[config.mk]
export PLATFORM = sky130hd
export DESIGN_NAME = rca_nibble_seq
export DESIGN_NICKNAME = d
export VERILOG_FILES = /design/src/rtl/rca_nibble_seq.sv
export SDC_FILE = /design/constraint.sdc
export NUM_CORES = 1
export LEC_CHECK = 0
export CAP_MARGIN = 0
export CORE_UTILIZATION = 46
export CTS_BUF_LIST = sky130_fd_sc_hd__clkbuf_16
export CTS_CLUSTER_SIZE = 14
export DETAILED_ROUTE_END_ITERATION = 6
export PLACE_DENSITY_LB_ADDON = 0.1
export SETUP_SLACK_MARGIN = 0.2
export SLEW_MARGIN = 10
export SYNTH_ARGS = -nofsm -noshare
export SYNTH_HDL_FRONTEND = slang
export SYNTH_SLANG_ARGS = --single-unit
[constraint.sdc]
create_clock -name clk -period 3.8 [get_ports clk]
set_input_delay 0.38 -clock clk [delete_from_list [all_inputs] [get_ports clk]]
set_output_delay 0.38 -clock clk [all_outputs]
set_load 0.03 [all_outputs]
[src/rtl/rca_nibble_seq.sv]
// Nibble-serial WIDTH-bit adder that reuses one 4-bit ripple-carry adder.
// Optional macro RCA_NIBBLE_SEQ_OVF_EN adds a registered signed-overflow output ovf.

module rca (
  input  logic [3:0] a,
  input  logic [3:0] b,
  input  logic       cin,
  output logic [3:0] s,
  output logic       cout
);
  logic [4:0] c;

  always_comb begin
    c    = 5'd0;
    s    = 4'd0;
    c[0] = cin;
    for (int i = 0; i < 4; i++) begin
      s[i]   = a[i] ^ b[i] ^ c[i];
      c[i+1] = (a[i] & b[i]) | (c[i] & (a[i] ^ b[i]));
    end
    cout = c[4];
  end
endmodule

module rca_nibble_seq #(
  parameter int WIDTH = 16
) (
  input  logic             clk,
  input  logic             rst_n,
  input  logic             in_valid,
  output logic             in_ready,
  input  logic [WIDTH-1:0] a,
  input  logic [WIDTH-1:0] b,
  input  logic             cin,
  output logic             out_valid,
  input  logic             out_ready,
  output logic [WIDTH-1:0] s,
  output logic             cout,
  output logic             busy
`ifdef RCA_NIBBLE_SEQ_OVF_EN
  , output logic           ovf
`endif
);
  localparam int N  = WIDTH / 4;
  localparam int IW = (N > 1) ? $clog2(N) : 1;
  localparam logic [IW-1:0] LAST = IW'(N - 1);

  generate
    if ((WIDTH % 4) != 0 || WIDTH < 4) begin : g_bad_width
      $error("rca_nibble_seq: WIDTH must be a multiple of 4 and >= 4");
    end
  endgenerate

  typedef enum logic [1:0] {
    IDLE = 2'd0,
    CALC = 2'd1,
    DONE = 2'd2
  } state_t;

  state_t              state;
  logic [N-1:0][3:0]   a_lat;
  logic [N-1:0][3:0]   b_lat;
  logic [N-1:0][3:0]   s_nib;
  logic                carry;
  logic [IW-1:0]       idx;
  logic [3:0]          nib_a;
  logic [3:0]          nib_b;
  logic [3:0]          nib_s;
  logic                nib_c;

  assign nib_a = a_lat[idx];
  assign nib_b = b_lat[idx];
  assign s     = s_nib;

  rca u_rca (
    .a    (nib_a),
    .b    (nib_b),
    .cin  (carry),
    .s    (nib_s),
    .cout (nib_c)
  );

  // in_ready is registered so it rises on the edge that leaves reset or DONE.
  always_ff @(posedge clk) begin
    if (!rst_n) begin
      state     <= IDLE;
      idx       <= '0;
      carry     <= 1'b0;
      a_lat     <= '0;
      b_lat     <= '0;
      s_nib     <= '0;
      cout      <= 1'b0;
      out_valid <= 1'b0;
      busy      <= 1'b0;
      in_ready  <= 1'b0;
`ifdef RCA_NIBBLE_SEQ_OVF_EN
      ovf       <= 1'b0;
`endif
    end else begin
      case (state)
        IDLE: begin
          if (in_ready && in_valid) begin
            a_lat    <= a;
            b_lat    <= b;
            carry    <= cin;
            s_nib    <= '0;
            idx      <= '0;
            in_ready <= 1'b0;
            busy     <= 1'b1;
            state    <= CALC;
          end else begin
            in_ready <= 1'b1;
          end
        end
        CALC: begin
          s_nib[idx] <= nib_s;
          carry      <= nib_c;
          if (idx == LAST) begin
            cout      <= nib_c;
            out_valid <= 1'b1;
            state     <= DONE;
`ifdef RCA_NIBBLE_SEQ_OVF_EN
            // carry into the MSB is recovered from the MSB sum bit
            ovf       <= nib_a[3] ^ nib_b[3] ^ nib_s[3] ^ nib_c;
`endif
          end else begin
            idx <= idx + IW'(1);
          end
        end
        DONE: begin
          if (out_ready) begin
            out_valid <= 1'b0;
            busy      <= 1'b0;
            in_ready  <= 1'b1;
            state     <= IDLE;
          end else begin
            out_valid <= 1'b1;
          end
        end
        default: begin
          state     <= IDLE;
          out_valid <= 1'b0;
          busy      <= 1'b0;
          in_ready  <= 1'b0;
        end
      endcase
    end
  end
endmodule

=== After elaboration in Yosys (flattened, before gate mapping) ===
Index checks and enable logic that the tools add are counted.
Widths: inputs -> output; s select.

* Bits in registers: 57
* Input port bits: 37
* Output and inout bits: 20
* Logic and storage cells: 90

* Add/sub/neg operators: 1
* Order comparisons: 2
* Eq/ne operators: 7
* Multiplexer cells: 27
* Bitwise operators: 22
* Reductions and logical operators: 12

{| class="wikitable"
|+ Operators by type and width
! kind !! count
|-
| $pmux 16 s2 || 1
|-
| $bmux 4 s2 || 2
|-
| $bwmux 16 || 1
|-
| $mux 16 || 1
|-
| $mux 4 || 3
|-
| $mux 2 || 5
|-
| $reduce_and 2->1 || 5
|-
| $pmux 1 s3 || 3
|-
| $reduce_and 3->1 || 3
|-
| $and 1x1->1 || 8
|-
| $demux 4 s2 || 1
|-
| $ne 2x2->1 const B || 4
|-
| $xor 1x1->1 || 8
|-
| $mux 1 || 7
|-
| $pmux 2 s3 || 1
|-
| $eq 2x2->1 const B || 2
|-
| $or 1x1->1 || 4
|-
| $pmux 2 s2 || 1
|-
| $lt 2x3->1 const B || 1
|-
| $add 2x1->2 const B || 1
|-
| $eq 2x1->1 const B || 1
|-
| $ge 2x1->1 const B || 1
|-
| $logic_and 1x1->1 || 2
|-
| $logic_not 2->1 || 1
|-
| other kinds (3) || 4
|}

=== Longest topological paths before layout ===
* Depth after elaboration: 12
* Mapped depth: 11
* Gate-level depth less buffers: 10

=== Modules after synthesis ===
A second synthesis with hierarchy kept.

* Cells, all modules: 306
* Area, all modules: 2,728.9 µm²

{| class="wikitable"
|+ By module, submodules not included
! module !! instances !! cells an instance !! area each (µm²) !! sequential area each (µm²)
|-
| rca_nibble_seq || 1 || 292 || 2,611.3 || 1,141.1
|-
| rca || 1 || 14 || 117.6 || 0.0
|}

=== Least setup slack after synthesis ===
OpenSTA, ideal clock, no wires.

* Kind: register to register
* From: reg idx[0]
* To: reg s_nib (netlist bit s[11])
* Library setup time: 75 ps
* Data arrival time: 2,684 ps
* Data required time: 3,725 ps
* Setup slack: 1,041 ps
* Cell stages (with the launch flop): 11
* Path buffers: 1
* Period minus slack after synthesis: 2,759 ps
* Cells stage by stage: dfxtp_1 -> buf_2 -> mux4_2 -> fa_1 -> inv_1 -> fa_1 -> fa_1 -> inv_1 -> fa_1 -> nand3_1 -> o22ai_1

* Cells in the longest elaborated chain, start to end: 12
* Elaborated cells between the ends (all ways): 25
* Those cells by class: order compare (2); mux (8); bitwise (14); reduce/logical (1)

{| class="wikitable"
|+ Ends and longest elaborated chain
! item !! RTL line !! source
|-
| start: declaration || 65 || <nowiki>logic [IW-1:0] idx;</nowiki>
|-
| start signal: assignment || 127 || <nowiki>idx <= idx + IW'(1);</nowiki>
|-
| $bmux 4 s2, on equally long branches || 71, 72 ||
|-
| $mux 4, on equally long branches || 71, 72 ||
|-
| $xor 1x1->1 || 19 || <nowiki>c[i+1] = (a[i] & b[i]) | (c[i] & (a[i] ^ b[i]));</nowiki>
|-
| $and 1x1->1 || 19 ||
|-
| $or 1x1->1 || 19 ||
|-
| $and 1x1->1 || 19 ||
|-
| $or 1x1->1 || 19 ||
|-
| $and 1x1->1 || 19 ||
|-
| $or 1x1->1 || 19 ||
|-
| $xor 1x1->1 || 18 || <nowiki>s[i] = a[i] ^ b[i] ^ c[i];</nowiki>
|-
| $bwmux 16 (*) || 116 || <nowiki>s_nib[idx] <= nib_s;</nowiki>
|-
| $pmux 16 s2 (*) || 100 || <nowiki>case (state)</nowiki>
|-
| end signal: indexed assignment || 116 ||
|-
| end: declaration || 63 || <nowiki>logic [N-1:0][3:0] s_nib;</nowiki>
|}

Mark *: on every way between the ends. The rest lies on a longest branch, timed or not. The select of a mux whose other input is x is not followed.
A chain may end at the register's enable or synchronous reset.

=== Final worst setup path ===
* From: reg idx[1]
* To: reg s_nib (netlist bit s[3])

Same word-level chain as after synthesis.

==> results.tsv <==
stage	metric	value	unit
status	status	completed	
grt	grtUsageTotal	22.0	%
detailed_routing	route.detailed.drc	0	
cts	clock_latency	0.32	ns
sta	fin_skew	0.00640	ns
grt	grt_max_degree	43	
finish	final_cells	422	
sta	finalCriticalPeriod	2.86	ns
power	combPwrFrac	24.7	%
detailed_routing	wl_per_cell	13.8	um
cts	ctsResizeCount	0	
sta	fmax	350	MHz
sta	setup_tns	0	ns
power	vdd_ir_drop_max	0.370	mV
grt	grt_antenna_before_repair	0	
floorplanning	io_pins	57	
sta	fin_crit_sh	75.3	%
synthesis	syn_area	0.00259	mm^2
synthesis	postSynthAreaPerCell	8.71	um^2
sta	rsz0062_at_grt	false	
power	p_sw	0.000565	W
synthesis	yosysSeqAreaShare	44.1	%
floorplanning	num_rows	26	
cts	cts.path.max_buffers	2	
finish	syn2layout_area_growth	32.3	%
min_path	hp-class	register to register	
floorplanning	die_area	0.00593	mm^2
floorplanning	die_h	77	um
power	clkPwrFrac	37.0	%
power	switching_share	30.7	%
cts	hold_buffers	0	
sta	finalSetupViolations	0	
detailed_routing	viasPerCell	5.31	
cts	postCtsSetupBuffers	0	
cts	cts-root-buf	clkbuf_16	
sta	tightestPinTransition	1.13	ns
finish	nets	396	
finish	fill_cells	476	
power	p_per_area	538	mW/mm^2
critical_path	path_max_fanout	9	
synthesis	yosysUniqueCellTypes	36	
sta	hold_viol	0	
synthesis	ys_seq_elements	57	
place	hpwlAfterDp	4.04	mm
floorplanning	fp.dieW	77	um
critical_path	crit_type	register to register	
cts	htreeDepth	3	
floorplanning	core_area	0.00527	mm^2
detailed_routing	final_antenna_net_count	0	
cts	cts_tree	yes	
grt	grt_pass1_vias	2295	
power	intPower	0.00128	W
place	dp_cells	407	
critical_path	worstPathArrival	3.09	ns
power	p_leak	1.22	nW
critical_path	endpoint_kind	register	
finish	drive_gt1_share	7.95	%
sta	maxSlewViolCount	0	
cts	cts-buffers-inserted	9	
cts	clkTransAtPathRegs	0.05	ns
job	cap_violations	0	
critical_path	start_kind	register	
detailed_routing	vias	2239	
place	numPortBuffers	56	
detailed_routing	drt_pass1_iterations	4	
grt	overflow	0	
place	place_congestion	0.776	
finish	n_antenna_cell	0	
power	seqPwrFrac	38.3	%
grt	grt_pass1_wl	10.2	mm
synthesis	synth_cells	297	
synthesis	syn_nets	345	
cts	cts.sinks	57	
detailed_routing	drt_iter0_drc	79	
synthesis	ys_warn_count	0	
critical_path	required	4.03	ns
detailed_routing	totalWireLength	5.80	mm
sta	relSlewSlack	24.6	%
floorplanning	start_util	49.1	%
state kept, by name, indices dropped and copies added (netlist names):
name / count
s: 16
a_lat: 16
idx: 2
cout: 1
in_ready: 1
busy: 1
b_lat: 16
carry: 1
state: 2
out_valid: 1
metal layers:
layer  vias to the layer above  GRT usage (%)  share of wire (%)
li1                       1130              -                  -
met4                         0           8.49                1.8
met3                        12           6.19                3.5
met5                         -              0                  0
met2                        54           37.9                 51
met1                      1043           25.9                 44
critical path: stages (launching register included):
cell	delay, ns
dfxtp_1	0.41
buf_4	0.21
mux4_2	0.32
fa_1	0.40
inv_1	0.07
fa_1	0.19
fa_1	0.18
inv_1	0.05
fa_1	0.50
nand3_1	0.16
o22ai_1	0.28
path summary, 6_finish.rpt:
kind / cells past startpoint / startpoint / to / slack, ns
worst min-delay path: 2 / b_lat[7]$_SDFFE_PN0P_ / b_lat[7]$_SDFFE_PN0P_ / 0.45
worst min register to register: 2 / b_lat[7]$_SDFFE_PN0P_ / b_lat[7]$_SDFFE_PN0P_ / 0.45
worst max-delay path: 10 / idx[1]$_SDFFE_PN0P_ / s[3]$_SDFFE_PN0P_ / 0.94
worst max register to register: 10 / idx[1]$_SDFFE_PN0P_ / s[3]$_SDFFE_PN0P_ / 0.94
metrics by stage:
stage	area (um^2)	setup slack, ns	total power (W)	util (%)	hold WS, ns
2_1_floorplan	2590	1.04	0.00105	-	0.433
3_3_place_gp	3170	1.10	0.00116	60.2	0.442
3_5_place_dp	3170	1.02	0.00117	60.2	0.447
4_1_cts	3420	0.947	0.00185	65.0	0.454
5_1_grt	3420	0.761	0.00195	65.0	0.478
6_report	3420	0.939	0.00184	65.0	0.452
cell usage after synthesis (all sizes together):
cell type	instances	share of area, %
nor2b	7	1.7
nor2	2	0.29
a31oi	5	1.2
o2111ai	1	0.34
a21boi	1	0.29
a311oi	1	0.34
o311a	1	0.39
mux4	8	7.0
o22ai	12	2.9
clkinv	1	0.14
nor3	6	1.4
nand3b	2	0.58
a21bo	1	0.39
o21ai	5	0.97
ha	7	3.4
mux2i	2	0.77
nand2b	3	0.73
nand3	7	1.5
a32o	2	0.77
o21bai	1	0.29
and3	3	0.73
and2	1	0.24
o31ai	2	0.58
buf	11	2.4
or3	3	0.73
and3b	2	0.68
clkbuf	9	1.3
fa	4	3.1
a21oi	37	7.2
nand4	2	0.48
nand2	80	12
inv	11	1.6
dfxtp	57	44
power by group through the flow:
stage | sequential (W) | combinational, W | clock [W]
finish | 0.000705 | 0.000455 | 0.000681
CTS | 0.000706 | 0.000458 | 0.000690
floorplan | 0.000721 | 0.000330 | 0
global route | 0.000714 | 0.000510 | 0.000725
detailed placement | 0.000717 | 0.000456 | 0
global placement | 0.000716 | 0.000448 | 0
layout by cell type, fill, tap and decap left out, types with 4 or more instances in the layout:
| cell type | netlist | layout |
|---|---|---|
| a21oi_1 | 37 | 37 |
| a31oi_1 | 5 | 5 |
| buf_4 | 0 | 4 |
| clkbuf_16 | 0 | 9 |
| clkdlybuf4s50_1 | 0 | 56 |
| clkinv_2 | 0 | 4 |
| dfxtp_1 | 57 | 57 |
| fa_1 | 4 | 4 |
| ha_1 | 7 | 7 |
| inv_1 | 11 | 12 |
| mux4_2 | 8 | 8 |
| nand2_1 | 80 | 80 |
| nand3_1 | 6 | 6 |
| nor2b_1 | 7 | 7 |
| nor3_1 | 5 | 5 |
| o21ai_0 | 5 | 5 |
| o22ai_1 | 12 | 12 |
cell type report:
| cell class | instances | area [um^2] | share of cell area, % |
|---|---|---|---|
| repair buffers | 60 | 591 | 17.3 |
| flip-flops and latches | 57 | 1140 | 33.3 |
| inverters | 12 | 45.0 | 1.32 |
| well taps | 70 | 87.6 | 2.56 |
| clock buffers | 9 | 225 | 6.58 |
| clock inverters | 6 | 27.5 | 0.804 |
| multi-input cells | 208 | 1310 | 38.2 |
cells by family (layout without fill, tap and decap cells):
logic type | Yosys count | in the layout | synth area share [%]
buffers and inverters | 32 | 87 | 5.42
adders and majority gates | 11 | 11 | 6.48
muxes | 10 | 10 | 7.74
DFF | 57 | 57 | 44.1
AOI/OAI and AO/OA | 69 | 69 | 15.6
and+or+nand+nor | 118 | 118 | 20.6
Note: power is estimated with default switching activity, not from simulation.
